File: config.mk
export PLATFORM = sky130hd
export DESIGN_NAME = count_sequencer
export DESIGN_NICKNAME = d
export VERILOG_FILES = /design/src/rtl/count_seq_pkg.sv /design/src/rtl/count_sequencer_tick_gen.sv /design/src/rtl/count_sequencer.sv
export SDC_FILE = /design/constraint.sdc
export NUM_CORES = 1
export LEC_CHECK = 0
export CORE_AREA = 2 2 39 41
export CTS_BUF_LIST = sky130_fd_sc_hd__clkbuf_2
export DETAILED_ROUTE_END_ITERATION = 16
export DIE_AREA = 0 0 41 43
export HOLD_SLACK_MARGIN = 0.06
export PLACE_DENSITY = 0.8
export SYNTH_ARGS = -nofsm -noshare
export SYNTH_HDL_FRONTEND = slang
export SYNTH_SLANG_ARGS = --single-unit
File: constraint.sdc
create_clock -name clk -period 3.5 [get_ports clk]
set_input_delay 0.7 -clock clk [delete_from_list [all_inputs] [get_ports clk]]
set_output_delay 0.7 -clock clk [all_outputs]
set_load 0.03 [all_outputs]
File: src/rtl/count_seq_pkg.sv
// Shared types and defaults for the count sequencer: state encoding and
// default widths.
package count_seq_pkg;

  localparam int CW_DEFAULT  = 8;
  localparam int DIV_DEFAULT = 4;

  typedef enum logic [1:0] {
    ST_IDLE  = 2'b00,
    ST_RUN   = 2'b01,
    ST_PAUSE = 2'b10,
    ST_DONE  = 2'b11
  } state_t;

  function automatic logic is_busy(input state_t s);
    return (s == ST_RUN) || (s == ST_PAUSE);
  endfunction

endpackage

File: src/rtl/count_sequencer_tick_gen.sv
// Prescaler for the count sequencer: emits a one-cycle tick every DIV cycles
// of run, holds while run is low, and restarts from zero on sclr.
module tick_gen #(
  parameter int DIV = 4
) (
  input  logic clk,
  input  logic reset,
  input  logic run,
  input  logic sclr,
  output logic tick
);

  localparam logic [7:0] LAST = 8'(DIV - 1);

  logic [7:0] cnt_q;

  always_ff @(posedge clk) begin
    if (reset) begin
      cnt_q <= '0;
    end else if (sclr) begin
      cnt_q <= '0;
    end else if (run) begin
      cnt_q <= (cnt_q == LAST) ? 8'd0 : cnt_q + 8'd1;
    end
  end

  assign tick = run & (cnt_q == LAST);

endmodule

File: src/rtl/count_sequencer.sv
// Control FSM for an external counter datapath (one-shot or wrapping count to
// limit). Define COUNT_SEQ_PRESCALE_EN to slow counting to one step per DIV cycles.
module count_sequencer
  import count_seq_pkg::*;
#(
  parameter int DIV = DIV_DEFAULT,
  parameter int CW  = CW_DEFAULT
) (
  input  logic          clk,
  input  logic          reset,
  input  logic          start,
  input  logic          pause,
  input  logic          clr,
  input  logic          mode,
  input  logic [CW-1:0] limit,
  input  logic [CW-1:0] count_q,
  output logic          cnt_en,
  output logic          cnt_clr,
  output logic          done,
  output logic          busy,
  output logic [1:0]    state
);

  state_t state_q, state_d;
  logic   cnt_clr_q, cnt_clr_d;
  logic   done_q, done_d;
  logic   tick;
  logic   at_limit;
  logic   hit;

`ifdef COUNT_SEQ_PRESCALE_EN
  tick_gen #(.DIV(DIV)) u_tick_gen (
    .clk   (clk),
    .reset (reset),
    .run   (state_q == ST_RUN),
    .sclr  (cnt_clr_q),
    .tick  (tick)
  );
`else
  localparam logic [7:0] DIV_B = 8'(DIV);
  logic unused_div;
  assign unused_div = ^DIV_B;
  assign tick = 1'b1;
`endif

  assign at_limit = (count_q == limit);
  // A count that was just cleared is not yet valid, so ignore it for the hit.
  assign hit = at_limit & ~cnt_clr_q;

  always_ff @(posedge clk) begin
    if (reset) begin
      state_q   <= ST_IDLE;
      cnt_clr_q <= 1'b0;
      done_q    <= 1'b0;
    end else begin
      state_q   <= state_d;
      cnt_clr_q <= cnt_clr_d;
      done_q    <= done_d;
    end
  end

  always_comb begin
    state_d   = state_q;
    cnt_clr_d = 1'b0;
    done_d    = 1'b0;
    case (state_q)
      ST_IDLE: begin
        if (clr) begin
          cnt_clr_d = 1'b1;
        end else if (start) begin
          state_d   = ST_RUN;
          cnt_clr_d = 1'b1;
        end
      end
      ST_RUN: begin
        if (clr) begin
          state_d   = ST_IDLE;
          cnt_clr_d = 1'b1;
        end else if (pause) begin
          state_d = ST_PAUSE;
        end else if (hit) begin
          done_d = 1'b1;
          if (mode) begin
            cnt_clr_d = 1'b1;
          end else begin
            state_d = ST_DONE;
          end
        end
      end
      ST_PAUSE: begin
        if (clr) begin
          state_d   = ST_IDLE;
          cnt_clr_d = 1'b1;
        end else if (start) begin
          state_d = ST_RUN;
        end
      end
      ST_DONE: begin
        if (clr) begin
          state_d   = ST_IDLE;
          cnt_clr_d = 1'b1;
        end else if (start) begin
          state_d   = ST_RUN;
          cnt_clr_d = 1'b1;
        end
      end
      default: state_d = ST_IDLE;
    endcase
  end

  // Reset gates the combinational outputs so the datapath never steps during reset.
  assign cnt_en  = ~reset & (state_q == ST_RUN) & tick & ~cnt_clr_q & ~at_limit;
  assign busy    = ~reset & is_busy(state_q);
  assign cnt_clr = cnt_clr_q;
  assign done    = done_q;
  assign state   = state_q;

endmodule

==> impl_metrics.ini <==
[run_status]
outcome = finished, final reports clean

[synth]
ys_ff_latch = 4
ys_warn_count = 0
synth_top_cell_by_area = dfxtp_1
yosysTopAreaCellShare = 0.1882
syn-instance-count = 50
syn_area_per_cell_um2 = 8.508
yosysSeqAreaShare = 0.1882
ys_top_cells_by_area = dfxtp_1, xnor2_1, ha_1
syn_area_um2 = 425.4
netlist-cell-type-count = 24
synth_nets = 77

[grt]
grt-ovfl-total = 0
grt_pass1_vias = 465
grt_usage = 0.1576
grt_max_degree = 10
grt_pass1_wl_mm = 1.807
antenna_found_initial = 0

[cells_and_area]
stdcell_count = 95
final_nets = 108
synthToLayoutAreaGrowth_pct = 70.88
diodes = 0
final_cell_mix = clkdlybuf4s50_1, xnor2_1, nor2_1, ha_1, dfxtp_1
final_common_cell = clkdlybuf4s50_1
layout-drive-gt1-share = 0.06329

[die]
chipHeight_um = 43
initial_core_util = 0.3074
std_cell_rows = 14
die_w_um = 41
ioPinCount = 28
core_um2 = 1384
die_area_um2 = 1763

[setup_path]
cp_slowest_stage_delay_ns = 0.59
critPathArrivalTime_ns = 2.56
crit_fanout = 3
crit_slowest_cell = clkdlybuf4s50_1
critPathRequiredTime_ns = 2.80
reg2reg_from = state[0]
critPathLaunchType = input pin
cp-end-kind = output pin
worst-path-stages = 6
cp_top_family = buffers and inverters
setup.worst_path.start = count_q[0]
r2r_end = state[1]
critPathBufInv = 2
r2r.worst_path.cells = 7
crit_path_end = cnt_en
reg2reg_slack_ns = 1.91
crit_type = in -> out
cp_cell_sequence = clkdlybuf4s50_1 > xnor2_1 > nand4_1 > or2_1 > and4b_1 > clkdlybuf4s50_1
cpMostUsedCell = clkdlybuf4s50_1

[placement]
io_buffers = 27
place_hpwl_um = 932.3
pre_cts_slack_ns = 0.2205
dpl.cell_count = 92
gp_congestion = 0.7631

[sta]
worst_pin_slew_ns = 0.3147
clock_skew_ns = 0.005058
maxSlewViolCount = 0
fmax_mhz = 306.9
fin_crit_ns = 3.258
hold_viol = 0
min_period_over_period = 0.9310
max_slew_margin = 0.7896
setup_violations = 0
layout_setup_ws_ns = 0.2415
setup_tns_ns = 0
rsz0062_at_grt = false

[clock_tree]
postCtsHoldBufs = 0
htreeDepth = 1
cts_tree = yes
root_buffer = clkbuf_2
path_clk_slew_ns = 0.04
cts.sinks = 4
post-cts-setup-buffers = 0
cts_resized = 0
cts_buffers = 3
clk_latency_ns = 0.22
cts.path.max_buffers = 2

[detailed_routing]
ant_nets = 0
drc = 0
first_pass_iters = 4
avgRoutedWirePerCell_um = 11.37
drt-total-wl_mm = 1.080
num_vias = 483
vias_per_cell = 5.084
drt_iter0_drc = 6

[power]
power_density_nw_per_um2 = 234.5
peakVddDrop_uv = 195.0
leakagePower_nw = 0.2577

[hold_path]
hold_path.class = reg -> reg

[run]
drv_cap = 0
-- cell usage after synthesis (all sizes together) --
library cell  number
and4b              1
nor2b              1
nand2              2
inv                3
or2                1
xnor2              8
ha                 5
nor3b              1
nand4              2
dfxtp              4
a21oi              1
o21ai              4
clkbuf             1
nor4b              1
nor2               5
nor3               2
a221oi             1
nand2b             2
a32o               1
or4b               1
nand4b             1
o31ai              2
-- per-stage QoR --
stage	instance area [um^2]	util	hold WS, ns	power [mW]
2_1_floorplan	425.4	-	0.6933	0.09052
3_3_place_gp	711.9	0.5145	0.5960	0.1283
3_5_place_dp	711.9	0.5145	0.5798	0.1288
4_1_cts	726.9	0.5253	0.5997	0.1734
5_1_grt	726.9	0.5253	0.6507	0.1832
6_report	726.9	0.5253	0.5898	0.1705
-- per-layer routing --
metal / part of all wire / global-route usage / vias up
met2: 0.51 / 0.2438 / 28
met5: 0 / 0 / -
met3: 0.10 / 0.07330 / 4
li1: - / - / 237
met4: 0.022 / 0.08000 / 0
met1: 0.37 / 0.1704 / 214
-- power breakdown --
part	internal [mW]	switching, mW	total (mW)	leakage [nW]
sequential	0.0482	0.00261	0.0508	0.0328
combinational	0.0440	0.0333	0.0773	0.212
clock	0.0230	0.0195	0.0424	0.0125
-- how the worst min path moves through the flow --
stage,from,end,depth (start not counted)
finish,state[1],state[1],1
CTS,state[1],state[1],1
global placement,state[1],state[1],1
detailed placement,cnt_clr,done,2
floorplan,state[0],state[0],2
global route,state[1],state[1],1
-- cells by family after synthesis --
family | count (synthesis) | share of synthesized area
and+or+nand+nor | 20 | 0.2794
DFF | 4 | 0.1882
buffers and inverters | 4 | 0.03528
adders and majority gates | 5 | 0.1471
AOI/OAI and AO/OA | 9 | 0.1853
xor gates and xnor gates | 8 | 0.1647
-- area by class of cell --
class	count	area (um^2)
Clock buffer	3	15.01
Sequential cell	4	80.08
Multi-Input combinational cell	42	330.3
Tap cell	16	20.02
Timing Repair Buffer	27	270.3
Inverter	3	11.26
Fill cell	115	656.9
-- state kept, by name, indices dropped and copies added (netlist names) --
signal   cells
cnt_clr      1
state        2
done         1
Note: power is estimated with default switching activity, not from simulation.
